### src/rtl/pc_seq_if.sv
// Handshake bundle between the fetch PC sequencer and the decode/hazard/imem logic.
// The slave modport is the sequencer's view; master is the surrounding pipeline's view.
interface pc_seq_if;
  logic        stall;
  logic        imem_ready;
  logic        branch_valid;
  logic        branch_taken;
  logic [15:0] branch_target;
  logic        halt_dec;
  logic        cnt_clear;
  logic [15:0] pc_out;
  logic [15:0] pc_plus2;
  logic        if_id_write;
  logic        if_id_flush;
  logic        halted;
  logic [15:0] taken_count;

  modport master (
    output stall, imem_ready, branch_valid, branch_taken, branch_target, halt_dec, cnt_clear,
    input  pc_out, pc_plus2, if_id_write, if_id_flush, halted, taken_count
  );

  modport slave (
    input  stall, imem_ready, branch_valid, branch_taken, branch_target, halt_dec, cnt_clear,
    output pc_out, pc_plus2, if_id_write, if_id_flush, halted, taken_count
  );
endinterface

### src/rtl/pc_sequencer.sv
// Fetch PC register and next-PC sequencing around the decode-stage branch resolver.
// Buffers redirects that arrive while imem is busy, drives IF/ID flush/write, counts taken branches.
module pc_sequencer #(
  parameter logic [15:0] RESET_PC     = 16'h0000,
  parameter int          FLUSH_CYCLES = 1
) (
  input  logic     clk,
  input  logic     rst,
  pc_seq_if.slave  bus
);

  typedef enum logic [1:0] {
    RUN        = 2'd0,
    REDIR_PEND = 2'd1,
    HALTED     = 2'd2
  } state_t;

  localparam logic [1:0] FLUSH_RELOAD = 2'(FLUSH_CYCLES - 1);

  state_t      state_q;
  logic [15:0] pc_q;
  logic [15:0] pend_pc_q;
  logic [15:0] taken_count_q;
  logic [1:0]  flush_cnt_q;
  logic        halted_q;

  logic        redirect_req;
  logic        halt_req;
  logic        apply_redirect;
  logic [15:0] apply_pc;

  assign redirect_req = bus.branch_valid & bus.branch_taken & ~bus.stall & ~halted_q;
  assign halt_req     = bus.halt_dec & ~bus.stall & ~redirect_req;

  // NOTE: every always_comb output gets a default first so no path can infer a latch.
  always_comb begin
    apply_redirect = 1'b0;
    apply_pc       = bus.branch_target;
    case (state_q)
      RUN:        apply_redirect = redirect_req & bus.imem_ready;
      REDIR_PEND: begin
        apply_redirect = bus.imem_ready;
        apply_pc       = pend_pc_q;
      end
      default:    apply_redirect = 1'b0;
    endcase
  end

  // NOTE: state uses non-blocking assignments only; async reset clears every register, pend_pc included.
  always_ff @(posedge clk or posedge rst) begin
    if (rst) begin
      state_q       <= RUN;
      pc_q          <= RESET_PC;
      pend_pc_q     <= 16'h0000;
      taken_count_q <= 16'h0000;
      flush_cnt_q   <= 2'd0;
      halted_q      <= 1'b0;
    end else begin
      case (state_q)
        RUN: begin
          if (redirect_req && !bus.imem_ready) begin
            pend_pc_q <= bus.branch_target;
            state_q   <= REDIR_PEND;
          end else if (apply_redirect) begin
            pc_q <= apply_pc;
          end else if (halt_req) begin
            state_q  <= HALTED;
            halted_q <= 1'b1;
          end else if (!bus.stall && bus.imem_ready) begin
            pc_q <= pc_q + 16'd2;
          end
        end
        REDIR_PEND: begin
          if (apply_redirect) begin
            pc_q    <= apply_pc;
            state_q <= RUN;
          end
        end
        default: begin
          state_q  <= HALTED;
          halted_q <= 1'b1;
        end
      endcase

      // A redirect landing inside an active flush window simply restarts it.
      if (apply_redirect)          flush_cnt_q <= FLUSH_RELOAD;
      else if (flush_cnt_q != 2'd0) flush_cnt_q <= flush_cnt_q - 2'd1;

      // Clear beats a same-cycle increment; the count sticks at all-ones.
      if (bus.cnt_clear)                                  taken_count_q <= 16'h0000;
      else if (apply_redirect && taken_count_q != 16'hFFFF) taken_count_q <= taken_count_q + 16'd1;
    end
  end

  assign bus.pc_out      = pc_q;
  assign bus.pc_plus2    = pc_q + 16'd2;
  assign bus.halted      = halted_q;
  assign bus.taken_count = taken_count_q;
  assign bus.if_id_flush = redirect_req | (state_q == REDIR_PEND) | (flush_cnt_q != 2'd0);
  assign bus.if_id_write = bus.if_id_flush | (~bus.stall & bus.imem_ready & ~halted_q);

endmodule
### src/flat_wrapper.sv
// flat-port wrapper written by rule: the top's interface ports become plain ports
module pc_sequencer_flat 
#(
  parameter logic [15:0] RESET_PC     = 16'h0000,
  parameter int          FLUSH_CYCLES = 1
)
  (clk, rst, bus_stall, bus_imem_ready, bus_branch_valid, bus_branch_taken, bus_branch_target, bus_halt_dec, bus_cnt_clear, bus_pc_out, bus_pc_plus2, bus_if_id_write, bus_if_id_flush, bus_halted, bus_taken_count);
  pc_seq_if bus_i ();
  input  logic clk;
  input  logic rst;
  input wire logic [$bits(bus_i.stall)-1:0] bus_stall;
  input wire logic [$bits(bus_i.imem_ready)-1:0] bus_imem_ready;
  input wire logic [$bits(bus_i.branch_valid)-1:0] bus_branch_valid;
  input wire logic [$bits(bus_i.branch_taken)-1:0] bus_branch_taken;
  input wire logic [$bits(bus_i.branch_target)-1:0] bus_branch_target;
  input wire logic [$bits(bus_i.halt_dec)-1:0] bus_halt_dec;
  input wire logic [$bits(bus_i.cnt_clear)-1:0] bus_cnt_clear;
  output wire logic [$bits(bus_i.pc_out)-1:0] bus_pc_out;
  output wire logic [$bits(bus_i.pc_plus2)-1:0] bus_pc_plus2;
  output wire logic [$bits(bus_i.if_id_write)-1:0] bus_if_id_write;
  output wire logic [$bits(bus_i.if_id_flush)-1:0] bus_if_id_flush;
  output wire logic [$bits(bus_i.halted)-1:0] bus_halted;
  output wire logic [$bits(bus_i.taken_count)-1:0] bus_taken_count;
  assign bus_i.stall = bus_stall;
  assign bus_i.imem_ready = bus_imem_ready;
  assign bus_i.branch_valid = bus_branch_valid;
  assign bus_i.branch_taken = bus_branch_taken;
  assign bus_i.branch_target = bus_branch_target;
  assign bus_i.halt_dec = bus_halt_dec;
  assign bus_i.cnt_clear = bus_cnt_clear;
  assign bus_pc_out = bus_i.pc_out;
  assign bus_pc_plus2 = bus_i.pc_plus2;
  assign bus_if_id_write = bus_i.if_id_write;
  assign bus_if_id_flush = bus_i.if_id_flush;
  assign bus_halted = bus_i.halted;
  assign bus_taken_count = bus_i.taken_count;
  pc_sequencer #(.RESET_PC(RESET_PC), .FLUSH_CYCLES(FLUSH_CYCLES)) u_core (.clk(clk), .rst(rst), .bus(bus_i));
endmodule
### config.mk
export PLATFORM = sky130hd
export DESIGN_NAME = pc_sequencer_flat
export DESIGN_NICKNAME = d
export VERILOG_FILES = /design/src/rtl/pc_seq_if.sv /design/src/rtl/pc_sequencer.sv /design/src/flat_wrapper.sv
export SDC_FILE = /design/constraint.sdc
export NUM_CORES = 1
export LEC_CHECK = 0
export BUFFER_PORTS_ARGS = -buffer_cell sky130_fd_sc_hd__buf_2
export CAP_MARGIN = 20
export CORE_MARGIN = 2
export CORE_UTILIZATION = 53
export DETAILED_ROUTE_END_ITERATION = 12
export PLACE_DENSITY = 0.79
export SLEW_MARGIN = 20
export SYNTH_ARGS = -nofsm -noshare
export SYNTH_HDL_FRONTEND = slang
export SYNTH_SLANG_ARGS = --single-unit
### constraint.sdc
create_clock -name clk -period 2.1 [get_ports clk]
set_input_delay 0.315 -clock clk [delete_from_list [all_inputs] [get_ports clk]]
set_output_delay 0.315 -clock clk [all_outputs]
set_load 0.02 [all_outputs]
==> results.yml <==
yosys:
  synth_flop_cell: "dfrtp_1"
  synth_compound_area_share_pct: 11.35
  synthMuxAreaShare_pct: 8.734
  synthArstFlopShare_pct: 100.0
  synth_xor_area_share_pct: 8.253
  synth_top_area_cell: "dfrtp_1"
  synth-edff-count: 0
  synth.avg_cell_area_sq_um: 9.779
  synth.most_common_cell: "dfrtp_1"
  synth_simple_gate_area_share_pct: 19.96
  synth_fa_ha_area_share_pct: 1.310
  synthTopCellsByArea: "dfrtp_1 46%, mux2_2 6.3%, xnor2_1 5.8%, nor2_1 5.0%, a22oi_1 3.1%"
  synth-seq-cells: 53
  synth.distinct_cells: 40
  synth_fp_nets: 320
  synthCells: 293
  ys_seq_area_share_pct: 46.29
  synth.cell_area_sq_mm: 0.002865
  synth_top_family_by_area: "simple AND/OR/NAND/NOR gates"
  synth_top_area_share_pct: 46.29
  ys_warn_count: 0
  synth_commonest_cells: "53 x dfrtp_1, 38 x nor2_1, 19 x nand2_1, 19 x xnor2_1, 16 x mux2_2"
route:
  firstDrtPassIters: 4
  ant_nets: 0
  drc: 0
  vias: 2535
  wl_um: 7326
  wl_per_cell_um: 16.46
  drt_iter0_markers: 204
  via_per_inst: 5.697
setup_path:
  ff2ff_setup_slack_ps: 150
  cp.depth: 5
  timing.critical_path.buf_inv: 1
  r2r_end: "u_core.bus.taken_count[15]"
  critical-path-top-delay-family: "simple AND/OR/NAND/NOR gates"
  required_ps: 1780
  max_stage_delay_ps: 430
  r2r_cells: 5
  crit_path_max_fanout: 4
  critPathSlowestCell: "dfrtp_1"
  cp.arrival_ps: 1790
  worstSetupEndpoint: "bus_pc_plus2[13]"
  startpoint_type: "flop"
  endpoint_kind: "primary output"
  r2r_start: "u_core.bus.halted"
  worstSetupPathType: "reg -> out"
  path_cells: "ha_4, nand4_1, nor3_2, xor2_1, buf_4"
  worstSetupStartpoint: "u_core.bus.pc_out[2]"
floorplan:
  die_area_sq_mm: 0.006010
  start_util_pct: 55.39
  die_h_um: 77.53
  dieWidth_um: 77.53
  rows: 26
  num_io_pins: 75
  core_area_sq_mm: 0.005172
sta:
  post-route-period-util_pct: 100.1
  fin_crit_ps: 2102
  setup_violations: 1
  hold_viol: 0
  slew_headroom_pct: 33.46
  timing.final.ws_setup_ps: -1.674
  drv_slew: 0
  whs_ps: 26.15
  fin_skew_ps: 10.07
  fmax_mhz: 475.8
  rsz0062_at_grt: "true"
  tightest_slew_ps: 994.4
clocking:
  clockBufferDepth: 2
  clock_sink_count: 53
  h-tree-depth: 2
  root_buffer: "clkbuf_8"
  cts_hold_buffers: 0
  tritoncts: "yes"
  clkLatencyLatePin_ps: 320
  cts.clk_slew.worst_paths_ps: 110
  numCtsBuffers: 5
pwr:
  swShare_pct: 33.13
  p_comb_share_pct: 26.8
  net-switching-power_mw: 0.8595
  internal_power_mw: 1.735
  seq_power_share_pct: 45.4
  ir_drop_mv: 0.3570
  finalPower_mw: 2.594
  p_per_area_mw_per_mm2: 728.7
  clock_power_share_pct: 27.8
  p_leak_nw: 1.714
global_route:
  grt_pass1_vias: 2447
  grt_first_pass_wirelength_um: 11870
  antenna_found_initial: 0
  grt_max_degree: 32
  overflow: 0
  grt_use_total_pct: 24.70
place:
  port-buffer-count: 74
  place.gp.congestion: 0.8282
  dp.final_hpwl_um: 4965
finish:
  finalNetCount: 401
  fillers: 411
  syn_to_final_growth_pct: 24.24
  diodes: 0
  final_core_util_pct: 68.82
  layout-drive-gt1-share_pct: 35.20
min_path:
  hold_class: "in -> async"
outcome:
  violations: "setup timing"
  status: "complete, but fails checks"
flow_run:
  cap_violations: 0
## power by group through the flow
stage / clock, mW / combinational (mW) / sequential [mW]
finish: 0.722 / 0.694 / 1.18
global route: 0.770 / 0.746 / 1.19
CTS: 0.725 / 0.651 / 1.17
detailed placement: 0 / 0.627 / 1.20
global placement: 0 / 0.618 / 1.19
floorplan: 0 / 0.363 / 1.24
## final cells by class
cell class	instances	area (sq um)	area share [%]
clock inverter	3	46.29	1.301
timing repair buffer	90	523.0	14.69
tap	70	87.58	2.460
inverter	10	37.54	1.054
multi-input combinational	214	1466	41.20
sequential	53	1330	37.36
clock buffer	5	68.82	1.933
## worst min-delay path by stage
stage | startpoint | endpoint | slack [ps] | depth (start not counted)
3_5_place_dp | rst | u_core.bus.taken_count[0] | 390 | 2
2_1_floorplan | bus_imem_ready | u_core.state_q[0] | 390 | 1
3_3_place_gp | rst | u_core.bus.taken_count[2] | 380 | 2
4_1_cts | rst | u_core.bus.pc_out[0] | 40 | 2
5_1_grt | rst | u_core.bus.pc_out[0] | 70 | 2
6_report | rst | u_core.bus.pc_out[0] | 30 | 2
## placed cells by master, fill, tap and decap left out, types with 5 or more instances in the layout
cell type	count
buf_2	71
o31ai_1	6
nor2_1	37
inv_1	9
dfrtp_1	50
nand3_1	12
mux2i_1	7
xnor2_1	18
nand2_1	19
a22oi_1	12
xor2_1	8
nor3_1	11
nand2b_1	5
clkbuf_8	5
o21ai_0	10
nor4_1	5
mux2_2	16
nand4_1	7
buf_4	17
## logic make-up (layout without fill, tap and decap cells)
family | after synthesis | after routing
and+or+nand+nor | 115 | 115
DFF | 53 | 53
AOI/OAI and AO/OA | 46 | 46
xor gates and xnor gates | 27 | 27
buffers and inverters | 26 | 108
muxes | 23 | 23
adders and majority gates | 3 | 3
## flip-flops by register name, summed over array words and instances, names as in the netlist
register / cells
u_core.bus.pc_out: 16
u_core.bus.taken_count: 16
u_core.pend_pc_q: 16
u_core.flush_cnt_q: 2
u_core.state_q: 2
u_core.bus.halted: 1
## metrics by stage
step / instance area, sq um / std cells / setup TNS [ps] / setup slack [ps]
6_report: 3560 / 445 / -1.674 / -1.674
5_1_grt: 3560 / 445 / -439.8 / -155.0
4_1_cts: 3496 / 442 / 0 / 4.788
3_5_place_dp: 3351 / 432 / 0 / 178.6
3_3_place_gp: 3351 / 432 / 0 / 239.3
2_1_floorplan: 2865 / 293 / 0 / 136.9
## routing by layer
layer / part of all wire, % / vias to the layer above / routed length, um / track usage (%)
li1: - / 1195 / - / -
met1: 45 / 1238 / 3315 / 33.56
met2: 48 / 89 / 3500 / 40.43
met3: 5.3 / 13 / 390 / 4.767
met4: 1.7 / 0 / 121 / 7.143
met5: 0 / - / 0 / 0
## repair_timing
action                                  in CTS  in global routing
endpoints found under the setup margin       6                  9
pin swaps                                    2                  4
gates resized for setup                      4                 10
setup buffers                                2                  3
Note: power is estimated with default switching activity, not from simulation.
